$ cat config.mk
export PLATFORM = sky130hd
export DESIGN_NAME = sram_port_arbiter
export DESIGN_NICKNAME = d
export VERILOG_FILES = /design/src/rtl/sram_port_arbiter_pkg.sv /design/src/rtl/sram_port_arbiter_req_mux.sv /design/src/rtl/sram_port_arbiter.sv
export SDC_FILE = /design/constraint.sdc
export NUM_CORES = 1
export LEC_CHECK = 0
export ABC_AREA = 1
export BUFFER_PORTS_ARGS = -buffer_cell sky130_fd_sc_hd__buf_2
export CAP_MARGIN = 20
export CORE_AREA = 2 2 108 110
export DETAILED_ROUTE_END_ITERATION = 6
export DIE_AREA = 0 0 110 112
export GPL_TIMING_DRIVEN = 0
export HOLD_SLACK_MARGIN = 0.12
export PLACE_DENSITY = 0.56
export SLEW_MARGIN = 20
export SYNTH_ARGS = -nofsm -noshare
export SYNTH_HDL_FRONTEND = slang
export SYNTH_SLANG_ARGS = --single-unit
$ cat constraint.sdc
create_clock -name clk -period 2 [get_ports clk]
set_input_delay 0.4 -clock clk [delete_from_list [all_inputs] [get_ports clk]]
set_output_delay 0.4 -clock clk [all_outputs]
set_load 0.005 [all_outputs]
$ cat src/rtl/sram_port_arbiter_pkg.sv
// Shared encodings for the SRAM port arbiter: FSM states, owner select and access sizes.
package sram_port_arbiter_pkg;

    localparam logic [1:0] ARB_IDLE = 2'd0;
    localparam logic [1:0] ARB_REQ  = 2'd1;
    localparam logic [1:0] ARB_WAIT = 2'd2;

    localparam logic OWN_INST = 1'b0;
    localparam logic OWN_DATA = 1'b1;

    localparam logic [1:0] SIZE_B = 2'd0;
    localparam logic [1:0] SIZE_H = 2'd1;
    localparam logic [1:0] SIZE_W = 2'd2;

    // Data always wins a same-cycle collision with instruction fetch.
    function automatic logic pick_owner(input logic data_req);
        if (data_req) begin
            return OWN_DATA;
        end else begin
            return OWN_INST;
        end
    endfunction

endpackage

$ cat src/rtl/sram_port_arbiter_req_mux.sv
// Combinational owner-select of the memory request payload and demux of the
// addr_ok/data_ok handshakes back to the owning requester.
module sram_req_mux
    import sram_port_arbiter_pkg::*;
#(
    parameter int ADDR_W = 32,
    parameter int DATA_W = 32
) (
    input  logic              req_phase,
    input  logic              rsp_phase,
    input  logic              owner,
    input  logic              inst_ok_en,
    input  logic [ADDR_W-1:0] inst_addr,
    input  logic              data_wr,
    input  logic [1:0]        data_size,
    input  logic [3:0]        data_wstrb,
    input  logic [ADDR_W-1:0] data_addr,
    input  logic [DATA_W-1:0] data_wdata,
    input  logic              mem_addr_ok,
    input  logic              mem_data_ok,
    input  logic [DATA_W-1:0] mem_rdata,
    output logic              mem_req,
    output logic              mem_wr,
    output logic [1:0]        mem_size,
    output logic [3:0]        mem_wstrb,
    output logic [ADDR_W-1:0] mem_addr,
    output logic [DATA_W-1:0] mem_wdata,
    output logic              inst_addr_ok,
    output logic              inst_data_ok,
    output logic [DATA_W-1:0] inst_rdata,
    output logic              data_addr_ok,
    output logic              data_data_ok,
    output logic [DATA_W-1:0] data_rdata
);

    // Request payload: only driven while a request is being presented.
    always_comb begin
        mem_req   = 1'b0;
        mem_wr    = 1'b0;
        mem_size  = 2'd0;
        mem_wstrb = 4'd0;
        mem_addr  = {ADDR_W{1'b0}};
        mem_wdata = {DATA_W{1'b0}};
        if (req_phase) begin
            mem_req = 1'b1;
            if (owner == OWN_DATA) begin
                mem_wr    = data_wr;
                mem_size  = data_size;
                mem_wstrb = data_wstrb;
                mem_addr  = data_addr;
                mem_wdata = data_wdata;
            end else begin
                mem_size = SIZE_W;
                mem_addr = inst_addr;
            end
        end else begin
            mem_req = 1'b0;
        end
    end

    // Handshake demux; a cancelled fetch sees neither its accept nor its response.
    always_comb begin
        inst_addr_ok = 1'b0;
        inst_data_ok = 1'b0;
        data_addr_ok = 1'b0;
        data_data_ok = 1'b0;
        if (owner == OWN_DATA) begin
            data_addr_ok = req_phase & mem_addr_ok;
            data_data_ok = rsp_phase & mem_data_ok;
        end else begin
            inst_addr_ok = req_phase & mem_addr_ok & inst_ok_en;
            inst_data_ok = rsp_phase & mem_data_ok & inst_ok_en;
        end
    end

    // Read data is only exposed alongside its data_ok.
    always_comb begin
        inst_rdata = {DATA_W{1'b0}};
        data_rdata = {DATA_W{1'b0}};
        if (inst_data_ok) begin
            inst_rdata = mem_rdata;
        end else begin
            inst_rdata = {DATA_W{1'b0}};
        end
        if (data_data_ok) begin
            data_rdata = mem_rdata;
        end else begin
            data_rdata = {DATA_W{1'b0}};
        end
    end

endmodule

$ cat src/rtl/sram_port_arbiter.sv
// Single-outstanding arbiter sharing one SRAM-like port between instruction fetch
// and data access; flush cancels an in-flight fetch by swallowing its response.
module sram_port_arbiter
    import sram_port_arbiter_pkg::*;
#(
    parameter int ADDR_W = 32,
    parameter int DATA_W = 32
) (
    input  logic              clk,
    input  logic              reset,
    input  logic              flush,
    input  logic              inst_req,
    input  logic [ADDR_W-1:0] inst_addr,
    output logic              inst_addr_ok,
    output logic              inst_data_ok,
    output logic [DATA_W-1:0] inst_rdata,
    input  logic              data_req,
    input  logic              data_wr,
    input  logic [1:0]        data_size,
    input  logic [3:0]        data_wstrb,
    input  logic [ADDR_W-1:0] data_addr,
    input  logic [DATA_W-1:0] data_wdata,
    output logic              data_addr_ok,
    output logic              data_data_ok,
    output logic [DATA_W-1:0] data_rdata,
    output logic              mem_req,
    output logic              mem_wr,
    output logic [1:0]        mem_size,
    output logic [3:0]        mem_wstrb,
    output logic [ADDR_W-1:0] mem_addr,
    output logic [DATA_W-1:0] mem_wdata,
    input  logic              mem_addr_ok,
    input  logic              mem_data_ok,
    input  logic [DATA_W-1:0] mem_rdata
);

    logic [1:0] state_q, state_d;
    logic       owner_q, owner_d;
    logic       discard_q, discard_d;
    logic       inst_flush_s;
    logic       inst_ok_en_s;

    assign inst_flush_s = flush & (owner_q == OWN_INST);
    assign inst_ok_en_s = ~discard_q & ~flush;

    // Next-state, owner and discard logic; grants are made only from IDLE.
    always_comb begin
        state_d   = state_q;
        owner_d   = owner_q;
        discard_d = discard_q;
        case (state_q)
            ARB_IDLE: begin
                discard_d = 1'b0;
                if (data_req | inst_req) begin
                    owner_d = pick_owner(data_req);
                    state_d = ARB_REQ;
                end else begin
                    state_d = ARB_IDLE;
                end
            end
            ARB_REQ: begin
                if (inst_flush_s) begin
                    discard_d = 1'b1;
                end else begin
                    discard_d = discard_q;
                end
                if (mem_addr_ok) begin
                    state_d = ARB_WAIT;
                end else begin
                    state_d = ARB_REQ;
                end
            end
            ARB_WAIT: begin
                if (mem_data_ok) begin
                    state_d   = ARB_IDLE;
                    discard_d = 1'b0;
                end else if (inst_flush_s) begin
                    discard_d = 1'b1;
                end else begin
                    discard_d = discard_q;
                end
            end
            default: begin
                state_d   = ARB_IDLE;
                owner_d   = OWN_INST;
                discard_d = 1'b0;
            end
        endcase
    end

    // State registers with synchronous active-low reset.
    always_ff @(posedge clk) begin
        if (!reset) begin
            state_q   <= ARB_IDLE;
            owner_q   <= OWN_INST;
            discard_q <= 1'b0;
        end else begin
            state_q   <= state_d;
            owner_q   <= owner_d;
            discard_q <= discard_d;
        end
    end

    sram_req_mux #(
        .ADDR_W (ADDR_W),
        .DATA_W (DATA_W)
    ) u_req_mux (
        .req_phase    (state_q == ARB_REQ),
        .rsp_phase    (state_q == ARB_WAIT),
        .owner        (owner_q),
        .inst_ok_en   (inst_ok_en_s),
        .inst_addr    (inst_addr),
        .data_wr      (data_wr),
        .data_size    (data_size),
        .data_wstrb   (data_wstrb),
        .data_addr    (data_addr),
        .data_wdata   (data_wdata),
        .mem_addr_ok  (mem_addr_ok),
        .mem_data_ok  (mem_data_ok),
        .mem_rdata    (mem_rdata),
        .mem_req      (mem_req),
        .mem_wr       (mem_wr),
        .mem_size     (mem_size),
        .mem_wstrb    (mem_wstrb),
        .mem_addr     (mem_addr),
        .mem_wdata    (mem_wdata),
        .inst_addr_ok (inst_addr_ok),
        .inst_data_ok (inst_data_ok),
        .inst_rdata   (inst_rdata),
        .data_addr_ok (data_addr_ok),
        .data_data_ok (data_data_ok),
        .data_rdata   (data_rdata)
    );

endmodule

-- After elaboration in Yosys (flattened, before gate mapping)
Cells that the tools add are included.
- eq/ne operators: 4
- multiplexer cells: 27
- bitwise logic cells: 11
- reduce and logical (&&, ||, !) cells: 3
- operator list (cell ; count):
    32-bit two-way mux ; 6
    1-bit two-way mux ; 12
    2-bit two-way mux ; 4
    4-bit two-way mux ; 2
    1-bit AND ; 6
    2-bit case mux with 3 select lines ; 1
    2-bit inequality test (second input constant) ; 2
    1-bit inverter ; 4
    1-bit case mux with 2 select lines ; 2
    2-bit by 1-bit equality test with 1-bit output (second input constant) ; 1
    2-bit equality test (second input constant) ; 1
    2-bit zero test ; 1
    2-bit AND reduction ; 1
    2-bit OR reduction ; 1
    1-bit OR ; 1
- register bits after elaboration: 4
- bits of input ports: 142
- logic and storage cells: 48

-- Depth between registers and ports, before layout
- depth after elaboration: 5
- gate-level depth with buffers: 7
- mapped depth without buffers: 6

-- Modules after synthesis
From an unflattened synthesis, not the netlist that was laid out.
- cells, all modules: 339
- area, all modules: 1592.8 um^2
- by module, submodules not included (module ; times used ; cells an instance ; area each (um^2)):
    sram_req_mux ; 1 ; 305 ; 1347.5
    sram_port_arbiter ; 1 ; 34 ; 245.2

-- Worst setup path after synthesis
Ideal clock, no wire load.
- path kind: register -> output
- start: reg state_q[0]
- end: out inst_rdata[10]
- arrival: 1.169 ns
- setup slack: 0.431 ns
- stages on the path, launching flop included: 8
- buffers on the path: 1
- path through: dfxtp_1 > inv_1 > ha_1 > nand2_1 > nor2_8 > inv_4 > buf_12 > nor2_4
- cells in the longest elaborated chain, start to end: 5
- RTL lines (what ; line ; text):
    from (decl) ; sram_port_arbiter.sv:37 ; logic [1:0] state_q, state_d;
    from (signal assigned) ; sram_port_arbiter.sv:98 ; state_q <= state_d;
    2-bit equality test ; sram_port_arbiter.sv:109 ; .rsp_phase (state_q == ARB_WAIT),
    1-bit AND (2 in a row) ; sram_port_arbiter_req_mux.sv:72 ; inst_data_ok = rsp_phase & mem_data_ok & inst_ok_en;
    1-bit two-way mux ; sram_port_arbiter_req_mux.sv:67 ; if (owner == OWN_DATA) begin
    net inst_data_ok ; sram_port_arbiter.sv:15 ; output logic inst_data_ok,
    32-bit two-way mux ; sram_port_arbiter_req_mux.sv:80 ; if (inst_data_ok) begin
    to (decl) ; sram_port_arbiter.sv:16 ; output logic [DATA_W-1:0] inst_rdata,
The timed path passes the listed nets, and every way through them passes these cells.

-- Worst setup path in the final report
- start: reg state_q[1]
- end: out mem_wdata[16]
- cells in the longest elaborated chain, start to end: 2
- RTL lines (what ; line ; text):
    2-bit by 1-bit equality test with 1-bit output ; sram_port_arbiter.sv:108 ; .req_phase (state_q == ARB_REQ),
    32-bit two-way mux ; sram_port_arbiter_req_mux.sv:44 ; if (req_phase) begin
    to (decl) ; sram_port_arbiter.sv:31 ; output logic [DATA_W-1:0] mem_wdata,
No other way between the ends.

==> qor.txt <==
WS Path Type: reg -> out
Total Routing Usage GR: 0.115
Routed len/inst: 10.4 um
Global-route wire length before repair: 11.4 mm
Via Count: 2,832
Yosys warns: 0
I/O Buffers: 281
Share of cells above drive strength 1: 0.558
CP max stage delay: 330 ps
FF+latch count, synth: 4
Syn Nets: 478
Crit path capture type: output port
DR vias/cell: 3.72
Max clock buf depth: 2
Height of the die: 112 um
Starting Density: 0.157
Hold-fix buffers at CTS: 0
DIE WIDTH: 110 um
Post-route cell area: 0.00346 sq mm
DR pass1 iterations: 4
Grt total ovfl: 0
Area of the core: 0.0112 sq mm
Register area share after synthesis: 0.0458
Most frequent cells in the layout: 285 x buf_2, 141 x nor2_1, 76 x inv_1
Startpoint type of the worst setup path: register
RSZ-0062 raised after global routing: yes
Pwr dens: 280 mW/mm^2
Inserted Clock Buffers: 3
Total I/O pin count: 282
Period utilization: 0.965
Worst-Skew Late Latency: 230 ps
Area growth syn-to-layout: 97.8%
Crit path DAT: 1530 ps
CTS H-tree lvls: 1
Drt first-iter violations: 108
Slew HR: 0.757
Syn Area/Cell: 5.25 sq um
Final Wtd Congestion: 0.765
CTS clk-pin slew, worst paths: 30 ps
Min cycle time layout: 1930 ps
Place WS: -64.5 ps
Antenna violations before repair: 1
HP Class: in -> reg
Post-synthesis instance total: 333
Site Rows: 39
Post-route ant nets: 0
HPWL after DPL: 7.09 mm
TritonCTS clock tree: done
Synthesized area: 0.00175 sq mm
Clk root buf: clkbuf_16
Worst-path fanout max: 10
Fin Clk Skew: 1.13 ps
Residual DRC: 0
Commonest non-fill, non-tap cell in the layout: buf_2
Setup ws final: 70.2 ps
Fmax: 518 MHz
Worst vdd ir: 0.000225 V
Yosys cell types: 18
Hold Vio Cnt, Final: 0
Pins Over Slew Limit: 0
Area contributors post-synth: nor2_1 30%, nor2_4 21%, inv_1 17%
Routed wire length: 7.93 mm
Outcome: completed
Slowest-stage cell, CP: dfxtp_1
Slew @ Worst Pin: 365 ps
Max_cap viols: 0
Crit path cell chain: inv_2 -> ha_4 -> nand2_1 -> clkbuf_4 -> buf_4 -> nor2_1 -> buf_2
Final layout net count: 765
Largest net degree at the start of global routing: 11
Critical Path RT: 1600 ps
Area of the die: 0.0123 sq mm
Placed instance area: 0.00333 sq mm
Setup violators final: 0
Clock Sinks: 4
Fillers: 1,296
Synth top area share: 0.303
Vias in the first global route: 2,475
Pleak: 2.42 nW
Yosys top cell by area: nor2_1
## metrics by stage
stage,util,cells,TNS (ps),hold WS [ps],power (W)
floorplan,-,333,0,484,0.000358
global placement,0.298,757,-70.4,510,0.000647
detailed placement,0.298,757,-70.4,515,0.000648
CTS,0.307,760,0,434,0.000981
global route,0.309,761,-39.6,465,0.00106
finish,0.310,762,0,434,0.000969
## report_power, final
| part | switching [W] | internal (W) | leakage, nW | total, W |
|---|---|---|---|---|
| clock network | 0.0000588 | 0.000256 | 0.0370 | 0.000314 |
| logic | 0.000302 | 0.000259 | 2.35 | 0.000561 |
| registers | 0.00000613 | 0.0000876 | 0.0330 | 0.0000937 |
## sequential cells by signal, summed over array words and instances, names as in the netlist
| register | cells |
|---|---|
| discard_q | 1 |
| owner_q | 1 |
| state_q | 2 |
## worst paths after layout
| path | startpoint | end | slack, ps | depth (start not counted) |
|---|---|---|---|---|
| worst min register to register | discard_q | discard_q | 520 | 2 |
| worst min-delay path | reset | owner_q | 430 | 3 |
| worst max-delay path | state_q[1] | mem_wdata[16] | 70 | 7 |
| worst max register to register | state_q[1] | state_q[0] | 830 | 7 |
## logic make-up after synthesis
logic type	count (synthesis)	synth area share
adder cells (fa/ha/maj)	3	0.0215
flip-flops	4	0.0458
AO/OA/AOI/OAI	41	0.119
AND/OR/NAND/NOR	184	0.546
buffers and inverters	101	0.268
## cell usage after synthesis (all sizes together)
cell and number:
a211oi 1, a21oi 4, buf 13, clkbuf 7, dfxtp 4, ha 3, inv 81, nand2 9
nand3 1, nor2 174, o21ai 36
## critical path, delay by kind of cell, from the launching register on
family,cells,cell delay (ps)
fa+ha+maj,1,180
simple gates,2,210
buf+inv,4,590
flops,1,330
## layout make-up
| cell class | instances | area [sq um] | share of cell area |
|---|---|---|---|
| timing repair buffer | 282 | 1410 | 0.409 |
| sequential | 4 | 81.3 | 0.0235 |
| tap | 143 | 179 | 0.0517 |
| buffer | 20 | 178 | 0.0514 |
| multi-input combinational | 228 | 1220 | 0.354 |
| inverter | 81 | 307 | 0.0886 |
| antenna | 1 | 2.50 | 0.000723 |
| clock buffer | 3 | 75.1 | 0.0217 |
## timing repair
item	4_1_cts	5_1_grt
endpoints found under the setup margin	111	114
resized for setup	7	13
hold endpoints to repair	0	0
setup buffers	0	1
pin swaps	1	0
## metal layers
metal | track usage | wire (um) | vias to the layer above
met5 | 0 | 0 | -
met4 | 0.0127 | 33 | 0
met3 | 0.0234 | 764 | 3
met2 | 0.231 | 4180 | 157
met1 | 0.123 | 2960 | 1152
li1 | - | - | 1520
No activity file was read; power rests on OpenSTA's default activity.
